File: config.mk
export PLATFORM = sky130hd
export DESIGN_NAME = uart_tx_arbiter
export DESIGN_NICKNAME = d
export VERILOG_FILES = /design/src/rtl/uart_tx_arbiter.sv
export SDC_FILE = /design/constraint.sdc
export NUM_CORES = 1
export LEC_CHECK = 0
export CAP_MARGIN = 25
export CORE_MARGIN = 5
export CORE_UTILIZATION = 48
export CTS_CLUSTER_SIZE = 12
export DETAILED_ROUTE_END_ITERATION = 6
export PLACE_DENSITY_LB_ADDON = 0.05
export SYNTH_ARGS = -nofsm -noshare
export SYNTH_HDL_FRONTEND = slang
export SYNTH_SLANG_ARGS = --single-unit
File: constraint.sdc
create_clock -name clk_50M -period 1.94 [get_ports clk_50M]
set_input_delay 0.291 -clock clk_50M [delete_from_list [all_inputs] [get_ports clk_50M]]
set_output_delay 0.291 -clock clk_50M [all_outputs]
set_load 0.01 [all_outputs]
File: src/rtl/uart_tx_arbiter.sv
// uart_tx_arbiter: shares the board txd line between the CPU MMIO serial port
// and a debug trace source. Round-robin arbiter with debug frame locking,
// baud divider and 8N1 serializer.
// Optional: define UART_TX_PARITY_EN to insert an even-parity bit (8E1).
`timescale 1ns/1ps

module uart_tx_arbiter #(
  parameter int unsigned CLK_FREQ = 50000000,
  parameter int unsigned BAUD     = 115200
) (
  input  logic       clk_50M,
  input  logic       reset_btn,
  input  logic       cpu_valid,
  input  logic [7:0] cpu_data,
  output logic       cpu_ready,
  input  logic       dbg_valid,
  input  logic [7:0] dbg_data,
  input  logic       dbg_last,
  output logic       dbg_ready,
  output logic       txd,
  output logic       busy,
  output logic       dbg_lock
);

  localparam int unsigned DIV   = (CLK_FREQ + BAUD / 2) / BAUD;
  localparam int unsigned CNT_W = (DIV > 1) ? $clog2(DIV) : 1;
  localparam logic [CNT_W-1:0] DIV_LAST = CNT_W'(DIV - 1);

  typedef enum logic [2:0] {
    IDLE   = 3'd0,
    START  = 3'd1,
    DATA   = 3'd2,
`ifdef UART_TX_PARITY_EN
    PARITY = 3'd3,
`endif
    STOP   = 3'd4
  } state_t;

  state_t           state_q, state_d;
  logic [CNT_W-1:0] div_q, div_d;
  logic [2:0]       bit_q, bit_d;
  logic [7:0]       shreg_q, shreg_d;
  logic             txd_q, txd_d;
  logic             busy_q, busy_d;
  logic             lock_q, lock_d;
  logic             last_dbg_q, last_dbg_d;
  logic             grant_cpu, grant_dbg;
  logic             bit_end;
`ifdef UART_TX_PARITY_EN
  logic             par_q, par_d;
`endif

  assign bit_end   = (div_q == DIV_LAST);
  assign cpu_ready = grant_cpu;
  assign dbg_ready = grant_dbg;
  assign txd       = txd_q;
  assign busy      = busy_q;
  assign dbg_lock  = lock_q;

  // Grant: only in IDLE; a locked debug frame excludes the CPU, ties alternate.
  always_comb begin
    grant_cpu = 1'b0;
    grant_dbg = 1'b0;
    if (state_q == IDLE && reset_btn) begin
      if (lock_q) begin
        grant_dbg = dbg_valid;
      end else if (cpu_valid && dbg_valid) begin
        grant_cpu = last_dbg_q;
        grant_dbg = !last_dbg_q;
      end else begin
        grant_cpu = cpu_valid;
        grant_dbg = dbg_valid;
      end
    end
  end

  // Next state, bit timing and the registered line value for the next cycle.
  always_comb begin
    state_d    = state_q;
    div_d      = div_q;
    bit_d      = bit_q;
    shreg_d    = shreg_q;
    txd_d      = txd_q;
    lock_d     = lock_q;
    last_dbg_d = last_dbg_q;
`ifdef UART_TX_PARITY_EN
    par_d      = par_q;
`endif
    case (state_q)
      IDLE: begin
        div_d = '0;
        bit_d = '0;
        txd_d = 1'b1;
        if (grant_cpu) begin
          shreg_d    = cpu_data;
          last_dbg_d = 1'b0;
          state_d    = START;
          txd_d      = 1'b0;
`ifdef UART_TX_PARITY_EN
          par_d      = ^cpu_data;
`endif
        end else if (grant_dbg) begin
          shreg_d    = dbg_data;
          last_dbg_d = 1'b1;
          lock_d     = !dbg_last;
          state_d    = START;
          txd_d      = 1'b0;
`ifdef UART_TX_PARITY_EN
          par_d      = ^dbg_data;
`endif
        end
      end
      START: begin
        if (bit_end) begin
          div_d   = '0;
          state_d = DATA;
          txd_d   = shreg_q[0];
        end else begin
          div_d = div_q + CNT_W'(1);
        end
      end
      DATA: begin
        if (bit_end) begin
          div_d = '0;
          if (bit_q == 3'd7) begin
`ifdef UART_TX_PARITY_EN
            state_d = PARITY;
            txd_d   = par_q;
`else
            state_d = STOP;
            txd_d   = 1'b1;
`endif
          end else begin
            bit_d   = bit_q + 3'd1;
            shreg_d = {1'b0, shreg_q[7:1]};
            txd_d   = shreg_q[1];
          end
        end else begin
          div_d = div_q + CNT_W'(1);
        end
      end
`ifdef UART_TX_PARITY_EN
      PARITY: begin
        if (bit_end) begin
          div_d   = '0;
          state_d = STOP;
          txd_d   = 1'b1;
        end else begin
          div_d = div_q + CNT_W'(1);
        end
      end
`endif
      STOP: begin
        if (bit_end) begin
          div_d   = '0;
          state_d = IDLE;
          txd_d   = 1'b1;
        end else begin
          div_d = div_q + CNT_W'(1);
        end
      end
      default: begin
        state_d = IDLE;
        div_d   = '0;
        txd_d   = 1'b1;
      end
    endcase
    busy_d = (state_d != IDLE);
  end

  // State and datapath registers; reset drops any byte in flight.
  always_ff @(posedge clk_50M or negedge reset_btn) begin
    if (!reset_btn) begin
      state_q    <= IDLE;
      div_q      <= '0;
      bit_q      <= '0;
      shreg_q    <= '0;
      txd_q      <= 1'b1;
      busy_q     <= 1'b0;
      lock_q     <= 1'b0;
      last_dbg_q <= 1'b1;
`ifdef UART_TX_PARITY_EN
      par_q      <= 1'b0;
`endif
    end else begin
      state_q    <= state_d;
      div_q      <= div_d;
      bit_q      <= bit_d;
      shreg_q    <= shreg_d;
      txd_q      <= txd_d;
      busy_q     <= busy_d;
      lock_q     <= lock_d;
      last_dbg_q <= last_dbg_d;
`ifdef UART_TX_PARITY_EN
      par_q      <= par_d;
`endif
    end
  end

endmodule

==> flow_summary.ini, run 1 <==
[floorplanning]
rows = 21
start_util = 0.491
dieArea_um2 = 4650
dieHeight_um = 68.2
die_w_um = 68.2
ios = 26
core-area_um2 = 3310

[run]
maxCapViolCount = 0

[setup_path]
reg2reg_to = shreg_q[6]
path_max_fanout = 3
cp-end-kind = flop
arrival_ps = 2150
required_ps = 2170
cp-start-kind = flop
crit_end = shreg_q[6]
worstSetupPathType = reg2reg
startpoint = state_q[2]
r2r_cells = 5
rrSetupSlack_ps = 10
reg2reg_from = state_q[2]

[sta]
fin_worst_skew_ps = 4.96
setup_tns_ps = 0
min_period_ps = 1930
tightest_slew_ps = 481
fin_crit_sh = 0.993
layout_setup_ws_ps = 13.2
slew_headroom = 0.678
setup_viol = 0
max_freq_mhz = 519
finalHoldViolCount = 0
rsz0062_at_grt = yes
slew_violations = 0

[logic_synthesis]
netlist_instances = 163
synth_ff_type = dfrtp_1
seq_area_frac_synth = 0.418
synth_edf_count = 0
syn-num-nets = 188
syn_area_um2 = 1620
syn_area_per_cell_um2 = 9.96
yosysWarnings = 0
ys_types = 46
synth_seq_cells = 27
synthArstFlopShare = 1.00

[detailed_routing]
drt_iter0_markers = 87
wl_per_cell_um = 14.8
viasPerCell = 5.56
drc = 0
dr.pass1.iters = 4
wirelength_um = 3900
num_vias = 1468
ant_nets = 0

[finish]
area_growth_pct = 36.7
layout-drive-gt1-share = 0.252
diodes = 0
fin_nets = 244
stdcell_area_um2 = 2220
final_cells = 264

[placement]
placed_area_um2 = 2090
placed_cells = 252
portBuffers = 25
hpwlAfterDp_um = 3000
dp_slack_ps = -352
place_congestion = 0.791

[pwr]
powerDensity_nw_per_um2 = 412
irDropWorstVdd_uv = 450
p_leak_uw = 0.000908
p_total_uw = 914

[global_route]
antenna_found_initial = 0
grt_pass1_wl_um = 6530
grt_pass1_vias = 1418
track_usage = 0.186
grt_max_degree = 26
grt-ovfl-total = 0

[cts]
clock-sinks = 27
clock_path_buffers = 2
cts_buffers = 3
cts_root_buf = clkbuf_4
cts_tree = built
clkLatencyLatePin_ps = 320
path_clk_slew_ps = 140
h-tree-depth = 1

[worst_hold_path]
hp-class = in2async

[run_status]
status = finished, final reports clean
==> metal layers <==
metal  vias up  track usage  part of all wire
li1        732            -                 -
met2        18        0.325              0.51
met1       716        0.241              0.47
met3         2       0.0345             0.019
met4         0       0.0298            0.0041
met5         -            0                 0
==> sequential cells by signal, indices dropped and copies added (netlist names) <==
name and count:
txd 1, last_dbg_q 1, bit_q 3, busy 1
dbg_lock 1, state_q 3, shreg_q 8, div_q 9
==> Yosys cell counts (all sizes together) (4+ instances only) <==
master,number,area (um2)
and4,5,43.8
mux2,4,45.0
nand3,6,30.0
xnor2,7,61.3
dfrtp,25,626
a211oi,6,57.6
o311ai,4,35.0
nor2,18,67.6
o221ai,8,70.1
ha,4,50.1
a21oi,4,20.0
o32ai,5,43.8
nand2,11,41.3
inv,11,41.3
==> cell families (layout without fill, tap and decap cells) <==
family	Yosys count	count (layout)	share of synthesized area
AOI/OAI and AO/OA	44	44	0.215
xor gates and xnor gates	8	8	0.0431
adders and majority gates	4	4	0.0308
buffers and inverters	17	72	0.0408
DFF	27	27	0.418
muxes	4	4	0.0277
and+or+nand+nor	59	59	0.225
==> layout by cell type (no fill, tap or decap), drive strengths merged, types with 6 or more instances in the layout <==
master          n
inv            11
nor2           18
a211oi          6
clkdlybuf4s50  22
nand3           6
dfrtp          25
xnor2           7
nand2          11
buf            32
o221ai          8
==> worst max-delay path, cell delays in order (launching register included) <==
cell	delay (ps)
dfrtp_1	450
buf_4	160
or4b_4	500
o311ai_1	320
o211ai_1	130
mux2_4	270
==> power by group <==
group / total (uW) / switching [uW] / internal (uW)
combinational: 104 / 41.9 / 61.7
sequential: 570 / 2.49 / 568
clock: 240 / 160 / 80.5
==> how the worst min path moves through the flow <==
stage | start | endpoint | slack [ps] | cells past startpoint
after floorplan | reset_btn | bit_q[0] | -5 | 0
after global placement | shreg_q[7] | shreg_q[7] | 500 | 1
after detailed placement | shreg_q[7] | shreg_q[7] | 500 | 1
after CTS | reset_btn | dbg_lock | 60 | 2
after global routing | reset_btn | dbg_lock | 70 | 2
final | reset_btn | dbg_lock | 80 | 2
==> final cells by class <==
class | instances | area [um2]
multi-input cells | 119 | 928
inverters | 11 | 41.3
clock buffers | 4 | 26.3
flip-flops and latches | 27 | 679
well taps | 46 | 57.6
repair buffers | 57 | 487
fillers | 293 | 1090
==> stage by stage <==
step | hold WS [ps] | utilization
after global placement | 497 | 0.630
after floorplan | -4.59 | -
after CTS | 63.1 | 0.642
final | 81.1 | 0.670
after global routing | 65.2 | 0.670
after detailed placement | 498 | 0.630
==> what timing repair did <==
action,4_1_cts,5_1_grt
pin swaps,2,4
hold buffers,0,0
gates resized for setup,7,14
endpoints found under the setup margin,3,10
buffers inserted,2,6
No activity file was read; power rests on OpenSTA's default activity.
==> run 2, diff against run 1 <==
--- a/config.mk
+++ b/config.mk
@@ -10,7 +10,7 @@
 export CORE_UTILIZATION = 48
 export CTS_CLUSTER_SIZE = 12
 export DETAILED_ROUTE_END_ITERATION = 6
-export PLACE_DENSITY_LB_ADDON = 0.05
+export PLACE_DENSITY = 0.76
 export SYNTH_ARGS = -nofsm -noshare
 export SYNTH_HDL_FRONTEND = slang
 export SYNTH_SLANG_ARGS = --single-unit
==> run 2 against run 1 <==
  * The flow now finishes with violations (negative setup slack)
  * Critical path depth stayed put
  * Sequential power barely moved
  * Routed wire length is 11% higher
  * Clock power is 3% higher
  * Worst hold slack improved by 34 ps
  * Final cell count unchanged
==> flow_summary.ini, run 2 (synthesis gave the netlist of run 1 again) <==
[cts]
cts_tree = built
hold_buffers = 0
cts_root_buf = clkbuf_4
h-tree-depth = 1
clock-sinks = 27
clock_path_buffers = 2
clkLatencyLatePin_ps = 330
path_clk_slew_ps = 150
cts_buffers = 3

[finish]
final_cells = 264
fin_nets = 244
layout-drive-gt1-share = 0.257
regArea_um2 = 678
layout_common_cells = 32 x buf_4, 25 x dfrtp_1, 22 x clkdlybuf4s50_1
top_register = div_q
largest_registers = div_q: 9 flops, shreg_q: 8 flops
final_common_cell = buf_4
multiInputGateArea_um2 = 915
diodes = 0
fin_util = 0.664
largest_reg_flops = 9
area_growth_pct = 35.4
num-fill-cells = 269

[sta]
slew_violations = 0
finalHoldViolCount = 0
tightest_slew_ps = 467
fin_worst_skew_ps = 5.37
rsz0062_at_grt = yes
setup_viol = 1
slew_headroom = 0.686
min_period_ps = 1990
fin_crit_sh = 1.03
max_freq_mhz = 502
layout_setup_ws_ps = -51.7

[global_route]
track_usage = 0.198
grt_pass1_vias = 1569
antenna_found_initial = 0
grt_max_degree = 20
grt_pass1_wl_um = 7110
grt-ovfl-total = 0

[placement]
placed_cells = 250
place_congestion = 0.836
hpwlAfterDp_um = 3230
portBuffers = 25

[detailed_routing]
wl_per_cell_um = 16.4
drt_iter0_markers = 135
viasPerCell = 5.79
ant_nets = 0
drc = 0
wirelength_um = 4340
dr.pass1.iters = 4
num_vias = 1528

[worst_hold_path]
hp-class = in2async

[floorplanning]
die_w_um = 68.2
start_util = 0.491
core-area_um2 = 3310
dieArea_um2 = 4650
ios = 26
rows = 21
dieHeight_um = 68.2

[setup_path]
arrival_ps = 2230
critPathMaxStageDelay_ps = 560
required_ps = 2180
path_depth = 5
crit_end = shreg_q[6]
reg2reg_from = state_q[0]
crit_buf_inv = 1
r2r_cells = 5
startpoint = state_q[0]
worstSetupPathType = reg2reg
cp-start-kind = flop
rrSetupSlack_ps = -50
path_max_fanout = 3
cp-end-kind = flop
reg2reg_to = shreg_q[6]
path_delay_family = simple AND/OR/NAND/NOR gates
slowest_stage = or4b_4
path_cells = buf_4 > or4b_4 > o311ai_2 > o211ai_1 > mux2_2

[run_status]
status = finished, violations left
violations = negative setup slack

[pwr]
powerDensity_nw_per_um2 = 420
p_leak_uw = 0.000897
irDropWorstVdd_uv = 305

[run]
maxCapViolCount = 0
==> run 2: worst reg2reg max path: stages, from the launching register on <==
cell      delay, ps
dfrtp_1         440
buf_4           150
or4b_4          560
o311ai_2        310
o211ai_1        160
mux2_2          290
==> run 2: where the power goes <==
| part | switching (uW) | total (uW) | internal, uW |
|---|---|---|---|
| Sequential | 2.29 | 570 | 568 |
| Clock | 170 | 248 | 77.4 |
| Combinational | 45.6 | 106 | 60.0 |
==> run 2: worst min path at each step <==
| stage | to | slack [ps] | start | depth (start not counted) |
|---|---|---|---|---|
| after floorplan | bit_q[0] | -5 | reset_btn | 0 |
| after global placement | shreg_q[7] | 500 | shreg_q[7] | 1 |
| after detailed placement | shreg_q[7] | 500 | shreg_q[7] | 1 |
| after CTS | shreg_q[7] | 110 | reset_btn | 2 |
| after global routing | shreg_q[7] | 120 | reset_btn | 2 |
| final | shreg_q[7] | 110 | reset_btn | 2 |
==> run 2: what timing repair did <==
item	CTS	global route
buffers inserted	4	6
gates resized for setup	5	13
endpoints found under the setup margin	2	9
pin swaps	1	8
==> run 2: routing by layer <==
metal / global-route usage / vias to the layer above / wire length [um]
met2: 0.356 / 47 / 2170
met4: 0.0571 / 0 / 68
li1: - / 727 / -
met3: 0.0328 / 9 / 307
met5: 0 / - / 0
met1: 0.241 / 745 / 1790
==> run 2: stage by stage <==
step / instance area [um2] / power (uW) / hold slack [ps] / setup slack (ps) / TNS [ps]
after floorplan: 1620 / 605 / -4.59 / 24.1 / 0
after global placement: 2070 / 679 / 500 / -258 / -1230
final: 2200 / 923 / 115 / -51.7 / -51.7
after detailed placement: 2070 / 682 / 496 / -313 / -1860
after global routing: 2200 / 958 / 121 / -123 / -202
after CTS: 2130 / 928 / 106 / 21.8 / 0
==> run 2: layout make-up <==
class                           instances  area share
Clock buffer                            3      0.0102
Clock inverter                          1     0.00228
Inverter                               11      0.0188
Multi-Input combinational cell        119       0.416
Sequential cell                        27       0.308
Tap cell                               46      0.0262
Timing Repair Buffer                   57       0.218
==> run 3, diff against run 2 <==
--- a/config.mk
+++ b/config.mk
@@ -10,6 +10,7 @@
 export CORE_UTILIZATION = 48
 export CTS_CLUSTER_SIZE = 12
 export DETAILED_ROUTE_END_ITERATION = 6
+export HOLD_SLACK_MARGIN = 0.12
 export PLACE_DENSITY = 0.76
 export SYNTH_ARGS = -nofsm -noshare
 export SYNTH_HDL_FRONTEND = slang
==> run 3 against run 2 <==
  * Global-route usage is 0.10 points higher
  * Setup slack got worse by 10 ps
  * Non-clock buffer count up 1
  * Core utilization increased by 0.30 points
  * First-iteration DRC count fell by 21%
  * Clock skew barely moved
  * The run still ends with negative setup slack left
  * Worst hold slack improved by 36 ps
  * Largest cell class unchanged
  * Final cell count rose by 0.38%
  * Fmax down 0.51%
  * Via count increased by 0.85%
  * Sequential share of layout area is 0.14 points lower
==> flow_summary.ini, run 3 (synthesis gave the netlist of run 1 again) <==
[pwr]
powerDensity_nw_per_um2 = 418
p_total_uw = 924
p_leak_uw = 0.000902
irDropWorstVdd_uv = 305

[sta]
fin_worst_skew_ps = 5.06
layout_setup_ws_ps = -61.8
rsz0062_at_grt = yes
max_freq_mhz = 500
min_period_ps = 2000
slew_headroom = 0.695
setup_tns_ps = -69.3
setup_viol = 2
holdWs_ps = 151
tightest_slew_ps = 453
slew_violations = 0
fin_crit_sh = 1.03
finalHoldViolCount = 0

[floorplanning]
core-area_um2 = 3310
rows = 21
start_util = 0.491
dieArea_um2 = 4650
die_w_um = 68.2
dieHeight_um = 68.2
ios = 26

[finish]
largest_registers = div_q: 9 flops, shreg_q: 8 flops
stdcell_area_um2 = 2210
top_register = div_q
num-fill-cells = 268
final_common_cell = buf_4
layout-drive-gt1-share = 0.256
area_growth_pct = 36.0
fin_nets = 245
layout_common_cells = 32 x buf_4, 25 x dfrtp_1, 22 x clkdlybuf4s50_1
largest_reg_flops = 9
diodes = 0

[global_route]
antenna_found_initial = 0
grt-ovfl-total = 0
track_usage = 0.199
grt_pass1_vias = 1577
grt_max_degree = 20
grt_pass1_wl_um = 7160

[run_status]
violations = negative setup slack
status = finished, violations left

[setup_path]
worstSetupPathType = reg2reg
cp-start-kind = flop
r2r_cells = 5
cp-end-kind = flop
required_ps = 2170
reg2reg_from = state_q[0]
path_max_fanout = 3
arrival_ps = 2240
rrSetupSlack_ps = -60
reg2reg_to = shreg_q[6]

[detailed_routing]
ant_nets = 0
dr.pass1.iters = 4
drc = 0
num_vias = 1541
wl_per_cell_um = 16.4
drt_iter0_markers = 106
viasPerCell = 5.82
wirelength_um = 4350

[run]
maxCapViolCount = 0

[cts]
clock-sinks = 27
cts_buffers = 3
path_clk_slew_ps = 150
clkLatencyLatePin_ps = 330
h-tree-depth = 1
cts_tree = built
cts_root_buf = clkbuf_4
clock_path_buffers = 2

[placement]
portBuffers = 25
placed_area_um2 = 2070
place_congestion = 0.836
hpwlAfterDp_um = 3230

[worst_hold_path]
hp-class = in2async
-- run 3: changes by cell type in the layout (fill, tap and decap cells not counted) --
cell           previous run  this run
dlygate4sd3_1             0         1
-- run 3: repair_timing --
item                                    CTS  global route
hold buffers                              1             0
gates resized for setup                   5            13
pin swaps                                 1             8
endpoints found under the hold margin     8             0
setup buffers                             4             6
endpoints found under the setup margin    2             9
-- run 3: how the worst max path moves through the flow --
stage / from / slack, ps / to
after detailed placement: reset_btn / -310 / shreg_q[6]
after floorplan: div_q[1] / 20 / shreg_q[1]
final: state_q[0] / -60 / shreg_q[6]
after global routing: state_q[0] / -120 / shreg_q[6]
after global placement: reset_btn / -260 / shreg_q[1]
after CTS: state_q[0] / 20 / shreg_q[6]
-- run 3: metrics by stage --
stage	util	cells	setup WS, ps
floorplan	-	163	24.1
global placement	0.626	250	-258
detailed placement	0.626	250	-313
CTS	0.645	259	21.8
global route	0.667	265	-123
finish	0.667	265	-61.8
-- run 3: routing by layer --
metal / vias up / share of wire / global-route usage
met5: - / 0 / 0
met4: 0 / 0.016 / 0.0571
met3: 9 / 0.077 / 0.0328
met2: 58 / 0.49 / 0.360
met1: 743 / 0.41 / 0.241
li1: 731 / - / -
-- run 3: cell type report --
cell class | count | area (um2) | share of cell area
Clock inverter | 1 | 5.00 | 0.00227
Clock buffer | 3 | 22.5 | 0.0102
Inverter | 11 | 41.3 | 0.0187
Multi-Input combinational cell | 119 | 915 | 0.414
Timing Repair Buffer | 58 | 489 | 0.222
Sequential cell | 27 | 678 | 0.307
Tap cell | 46 | 57.6 | 0.0261
-- run 3: worst max-delay path, cell delays in order (launching register included) --
cell	delay (ps)
dfrtp_1	440
buf_4	150
or4b_4	560
o311ai_2	310
o211ai_1	160
mux2_2	290
-- run 3: report_power, final --
part,internal (uW),switching (uW)
combinational,61.3,45.6
sequential,568,2.26
clock,77.4,170
total,706,218
